===== src/rtl/core_s1_fetch.sv =====
// core_s1_fetch: stage-s1 instruction fetch initiator.
// Holds the fetch PC, issues word-aligned requests to the MMU with at most
// one outstanding, and buffers one returned instruction (instr, pc, fault)
// for s2 behind a valid/ready handshake. Redirects retarget fetch and flush
// the buffer; an access fault halts fetch until the next redirect.

module core_s1_fetch #(
  parameter logic [31:0] RESET_VECTOR = 32'h0000_0000
) (
  input  logic        clk,
  input  logic        rst_n,
  output logic        mmu_req_valid,
  output logic [31:0] mmu_req_addr,
  input  logic        mmu_req_ready,
  input  logic        mmu_rsp_valid,
  input  logic [31:0] mmu_rsp_instr,
  input  logic        mmu_rsp_fault,
  input  logic        redirect_valid,
  input  logic [31:0] redirect_addr,
  output logic        s2_valid,
  input  logic        s2_ready,
  output logic [31:0] s2_instr,
  output logic [31:0] s2_pc,
  output logic        s2_fault
);

  localparam logic [2:0]  ST_IDLE    = 3'd0;
  localparam logic [2:0]  ST_FETCH   = 3'd1;
  localparam logic [2:0]  ST_WAIT    = 3'd2;
  localparam logic [2:0]  ST_DISCARD = 3'd3;
  localparam logic [2:0]  ST_HALT    = 3'd4;

  localparam logic [31:0] PC_STEP    = 32'd4;
  localparam logic [31:0] WORD_MASK  = 32'hFFFF_FFFC;

  logic [2:0]  state_r;
  logic [2:0]  state_nxt_s;
  logic [31:0] pc_r;
  logic [31:0] inflight_pc_r;

  logic        buf_valid_r;
  logic [31:0] buf_instr_r;
  logic [31:0] buf_pc_r;
  logic        buf_fault_r;

  logic        req_valid_s;
  logic        req_fire_s;
  logic        s2_accept_s;
  logic        capture_s;
  logic        rsp_window_s;
  logic [31:0] redirect_pc_s;

  // Request/handshake qualifiers derived from the current state and inputs.
  always_comb begin
    redirect_pc_s = redirect_addr & WORD_MASK;
    // A request may go out while the buffer is empty or draining this cycle.
    if (state_r == ST_FETCH) begin
      req_valid_s = !buf_valid_r || s2_ready;
    end else begin
      req_valid_s = 1'b0;
    end
    req_fire_s   = req_valid_s && mmu_req_ready;
    s2_accept_s  = buf_valid_r && s2_ready;
    // A response is kept only in WAIT and only if no redirect kills it.
    capture_s    = (state_r == ST_WAIT) && mmu_rsp_valid && !redirect_valid;
    rsp_window_s = (state_r == ST_WAIT) || (state_r == ST_DISCARD);
  end

  // Next-state selection for the fetch FSM, including redirect handling.
  always_comb begin
    state_nxt_s = state_r;
    case (state_r)
      ST_IDLE: begin
        state_nxt_s = ST_FETCH;
      end
      ST_FETCH: begin
        if (redirect_valid) begin
          // A request accepted alongside a redirect was for the old pc.
          if (req_fire_s) begin
            state_nxt_s = ST_DISCARD;
          end else begin
            state_nxt_s = ST_FETCH;
          end
        end else if (req_fire_s) begin
          state_nxt_s = ST_WAIT;
        end else begin
          state_nxt_s = ST_FETCH;
        end
      end
      ST_WAIT: begin
        if (mmu_rsp_valid) begin
          // The outstanding request completes now, so a coincident
          // redirect has nothing left to discard.
          if (redirect_valid) begin
            state_nxt_s = ST_FETCH;
          end else if (mmu_rsp_fault) begin
            state_nxt_s = ST_HALT;
          end else begin
            state_nxt_s = ST_FETCH;
          end
        end else if (redirect_valid) begin
          state_nxt_s = ST_DISCARD;
        end else begin
          state_nxt_s = ST_WAIT;
        end
      end
      ST_DISCARD: begin
        if (mmu_rsp_valid) begin
          state_nxt_s = ST_FETCH;
        end else begin
          state_nxt_s = ST_DISCARD;
        end
      end
      ST_HALT: begin
        if (redirect_valid) begin
          state_nxt_s = ST_FETCH;
        end else begin
          state_nxt_s = ST_HALT;
        end
      end
      default: begin
        state_nxt_s = ST_IDLE;
      end
    endcase
  end

  // FSM state register.
  always_ff @(posedge clk or negedge rst_n) begin
    if (!rst_n) begin
      state_r <= ST_IDLE;
    end else begin
      state_r <= state_nxt_s;
    end
  end

  // Fetch PC and the address of the request currently in flight.
  always_ff @(posedge clk or negedge rst_n) begin
    if (!rst_n) begin
      pc_r          <= RESET_VECTOR & WORD_MASK;
      inflight_pc_r <= 32'h0000_0000;
    end else begin
      // Redirect wins over the increment: the accepted request is dropped.
      if (redirect_valid) begin
        pc_r <= redirect_pc_s;
      end else if (req_fire_s) begin
        pc_r <= pc_r + PC_STEP;
      end else begin
        pc_r <= pc_r;
      end
      if (req_fire_s) begin
        inflight_pc_r <= pc_r;
      end else begin
        inflight_pc_r <= inflight_pc_r;
      end
    end
  end

  // One-entry s2 buffer: flush on redirect, fill on capture, drain on accept.
  always_ff @(posedge clk or negedge rst_n) begin
    if (!rst_n) begin
      buf_valid_r <= 1'b0;
      buf_instr_r <= 32'h0000_0000;
      buf_pc_r    <= 32'h0000_0000;
      buf_fault_r <= 1'b0;
    end else if (redirect_valid) begin
      buf_valid_r <= 1'b0;
    end else if (capture_s) begin
      buf_valid_r <= 1'b1;
      buf_instr_r <= mmu_rsp_instr;
      buf_pc_r    <= inflight_pc_r;
      buf_fault_r <= mmu_rsp_fault;
    end else if (s2_accept_s) begin
      buf_valid_r <= 1'b0;
    end else begin
      buf_valid_r <= buf_valid_r;
    end
  end

  assign mmu_req_valid = req_valid_s;
  assign mmu_req_addr  = pc_r;
  assign s2_valid      = buf_valid_r;
  assign s2_instr      = buf_instr_r;
  assign s2_pc         = buf_pc_r;
  assign s2_fault      = buf_fault_r;

  core_s1_fetch_chk u_chk (
    .clk           (clk),
    .rst_n         (rst_n),
    .mmu_rsp_valid (mmu_rsp_valid),
    .rsp_window    (rsp_window_s),
    .req_valid     (req_valid_s),
    .req_fire      (req_fire_s),
    .req_addr      (pc_r)
  );

endmodule

// core_s1_fetch_chk: protocol checks for the s1<->MMU fetch interface.
// Responses are only legal while a request is outstanding; responses that
// arrive before the first post-reset request are not checked.
module core_s1_fetch_chk (
  input logic        clk,
  input logic        rst_n,
  input logic        mmu_rsp_valid,
  input logic        rsp_window,
  input logic        req_valid,
  input logic        req_fire,
  input logic [31:0] req_addr
);

  logic armed_r;

  // Arm once the first request after reset has been accepted.
  always_ff @(posedge clk or negedge rst_n) begin
    if (!rst_n) begin
      armed_r <= 1'b0;
    end else if (req_fire) begin
      armed_r <= 1'b1;
    end else begin
      armed_r <= armed_r;
    end
  end

  // Flag stray responses and misaligned request addresses.
  always_ff @(posedge clk) begin
    assert (!(armed_r && mmu_rsp_valid && !rsp_window));
    assert (!(req_valid && (req_addr[1:0] != 2'b00)));
  end

endmodule


===== config.mk =====
export PLATFORM = sky130hd
export DESIGN_NAME = core_s1_fetch
export DESIGN_NICKNAME = d
export VERILOG_FILES = /design/src/rtl/core_s1_fetch.sv
export SDC_FILE = /design/constraint.sdc
export NUM_CORES = 1
export LEC_CHECK = 0
export ABC_AREA = 1
export CORE_MARGIN = 2
export CORE_UTILIZATION = 35
export CTS_CLUSTER_DIAMETER = 100
export DETAILED_ROUTE_END_ITERATION = 10
export MAX_ROUTING_LAYER = met4
export PLACE_DENSITY = 0.72
export RECOVER_POWER = 50
export SETUP_SLACK_MARGIN = 0.05
export SYNTH_ARGS = -nofsm -noshare
export SYNTH_HDL_FRONTEND = slang
export SYNTH_SLANG_ARGS = --single-unit

===== constraint.sdc =====
create_clock -name clk -period 1.2 [get_ports clk]
set_clock_uncertainty 0.05 [all_clocks]
set_input_delay 0.24 -clock clk [delete_from_list [all_inputs] [get_ports clk]]
set_output_delay 0.24 -clock clk [all_outputs]
set_load 0.005 [all_outputs]

==> impl_metrics.toml <==
[synthesis]
yosysWarnings = 0
ys_types = 27
ys.flop_type = "dfrtp_1"
seq_area_frac_synth_pct = 52.82
muxShareOfSynthArea_pct = 0
ys_top_cells_by_count = "nand2_1 (377), dfrtp_1 (127), inv_1 (59), o21ai_0 (54), nor2_1 (38)"
synth_compound_area_share_pct = 5.656
netlist_top_cells_area = "dfrtp_1 (53%), nand2_1 (24%), o21ai_0 (4.5%)"
synth_fa_ha_area_share_pct = 0.2079
syn_avg_cell_area_um2 = 7.794
synth.most_common_cell = "nand2_1"
synth_edf_count = 0
netlist_instances = 772
synth_top_family_by_area = "simple AND/OR/NAND/NOR gates"
yosys.area.top_type_share_pct = 52.82
yosys_register_bits = 127
synth_top_cell_by_area = "dfrtp_1"
ys_async_sr_fraction_pct = 100.0
synthXorXnorAreaFrac_pct = 1.747
synthSimpleGateAreaFrac_pct = 32.19
syn-cell-area_mm2 = 0.006017

[critical_path]
reg2reg_depth = 10
crit_chain = "inv_2, nand2_4, nor2_4, buf_6, nand3_4, nor2_4, buf_8, buf_16, nand3_2, nand3_2"
crit_path_end = "mmu_req_addr[19]"
ff2ff_setup_slack_ns = -0.39
endpoint_kind = "flop"
worst_path_dominant_cell_family = "simple AND/OR/NAND/NOR gates"
crit_required_ns = 1.52
crit_buf_inv = 4
critical_path_peak_fanout = 7
r2r_start = "state_r[2]"
arrival_ns = 1.92
worst_setup_path_start_kind = "flop"
r2r_end = "mmu_req_addr[19]"
crit_start = "state_r[2]"
crit_path_top_delay_cell = "dfrtp_1"
path_class = "flop to flop"
crit_cells = 10
critPathMaxStageDelay_ns = 0.40

[sta]
worst_pin_slew_ns = 0.6869
min_period_ns = 1.594
timing.final.crit_share_pct = 132.8
hold_violations = 0
layout_setup_ws_ns = -0.3941
tns_ns = -46.94
drv_slew = 0
slew_headroom_pct = 54.20
setup_viol = 221
max_freq_ghz = 0.6273
rsz0062_at_grt = "yes"
timing.hold.ws_ns = 0.2944

[floorplan]
die_w_um = 135.1
num_io_pins = 170
dieArea_mm2 = 0.01826
die_y_um = 135.1
core_mm2 = 0.01670
initial_utilization_pct = 36.03
rows = 47

[outcome]
outcome = "finished, violations left"
failed_checks = "setup timing"

[global_routing]
grt_max_degree = 27
grt_pass1_vias = 6047
grt_antenna_before_repair = 0
grt_pass1_wl_um = 30170
track_usage_pct = 22.02
overflow = 0

[placement]
dp_cells = 1207
port_buffers = 163
dpl.hpwl_um = 12800
globalplace.congestion = 0.9103

[clock_tree]
clock-sinks = 127
htreeDepth = 4
cts_buffers = 17
insertion_delay_ns = 0.43
tritoncts = "built"
clock_path_buffers = 2
cts_root_buf = "clkbuf_16"
clk_pin_slew_worst_paths_ns = 0.06

[power]
peakVddDrop_v = 0.001313
power_density_mw_per_mm2 = 2004
leakagePower_nw = 5.504

[layout]
instances_no_fill = 1347
finalNetCount = 1186
drive_gt1_share_pct = 39.13
antenna_cells = 0
syn_to_final_growth_pct = 74.01

[routing]
num_vias = 6179
post_drt_wl_per_cell_um = 15.13
dr.pass1.iters = 5
viasPerCell = 4.587
drtIter0Drc = 388
antenna_left = 0
wl_um = 20380
drcViolationCount = 0

[job]
drv_cap = 0

[worst_hold_path]
hold_path_class = "primary input to flop"
-- timing repair --
| action | CTS | global route |
|---|---|---|
| cloned | 5 | 9 |
| buffers inserted | 68 | 40 |
| hold buffers | 1 | 0 |
| pin swaps | 25 | 33 |
| setup endpoints to repair | 220 | 222 |
| gates resized for setup | 475 | 90 |
| hold endpoints to repair | 14 | 0 |
-- placed cells by master, fill, tap and decap left out, drive strengths merged, types with 11 or more instances in the layout --
master	count
nand2	385
buf	272
dfrtp	127
clkdlybuf4s50	67
inv	66
o21ai	57
nor2	52
clkbuf	32
nand3	31
xor2	11
-- worst reg2reg max path, delay by kind of cell, from the launching register on --
| family | cells | cell delay (ns) |
|---|---|---|
| buffers and inverters | 4 | 0.50 |
| DFF | 1 | 0.40 |
| and+or+nand+nor | 6 | 0.58 |
-- per-layer routing --
| layer | part of all wire [%] | vias to the layer above | routed length [um] | track usage [%] |
|---|---|---|---|---|
| li1 | - | 3046 | - | - |
| met1 | 43 | 2921 | 8782 | 26.67 |
| met2 | 49 | 177 | 10010 | 35.56 |
| met3 | 5.9 | 35 | 1195 | 5.818 |
| met4 | 2.0 | 0 | 398 | 7.986 |
| met5 | 0 | - | 0 | - |
-- worst min-delay path by stage --
stage	from	endpoint	slack (ns)	cells past startpoint
global placement	rst_n	s2_instr[28]	0.14	1
floorplan	rst_n	inflight_pc_r[10]	-0.11	0
CTS	rst_n	s2_instr[28]	0.25	2
detailed placement	rst_n	s2_instr[28]	0.14	1
global route	mmu_rsp_instr[5]	s2_instr[5]	0.29	3
finish	mmu_rsp_instr[5]	s2_instr[5]	0.29	3
-- layout make-up --
class,count,area (um^2)
timing repair buffer,351,3271
tap,220,275.3
clock buffer,22,474.2
fill,1433,6231
sequential,127,3182
clock inverter,10,158.9
inverter,66,260.3
multi-input combinational,551,2849
-- sequential cells by signal, indices dropped and copies added, names as in the netlist --
register       cells
s2_instr          32
s2_pc             30
s2_valid           1
s2_fault           1
mmu_req_addr      30
state_r            3
inflight_pc_r     30
-- cells by family (layout without fill, tap and decap cells) --
logic type,after synthesis,in the layout
xor gates and xnor gates,12,12
DFF,127,127
buffers and inverters,97,449
adders and majority gates,1,1
other,1,4
and+or+nand+nor,469,469
AOI/OAI and AO/OA,65,65
-- power breakdown --
group	internal (W)	switching [W]	leakage [nW]
clock	0.00363	0.00191	0.306
sequential	0.00592	0.000925	1.61
combinational	0.00466	0.00394	3.59
-- metrics by stage --
step / power, W / setup slack (ns) / area [um^2] / utilization [%]
2_1_floorplan: 0.009683 / -0.1824 / 6195 / -
3_3_place_gp: 0.01362 / -0.5881 / 8597 / 51.48
3_5_place_dp: 0.01381 / -0.5749 / 8597 / 51.48
4_1_cts: 0.01996 / -0.3647 / 9828 / 58.85
5_1_grt: 0.02218 / -0.4627 / 10470 / 62.69
6_report: 0.02098 / -0.3941 / 10470 / 62.69
(Power assumes the default switching activity.)
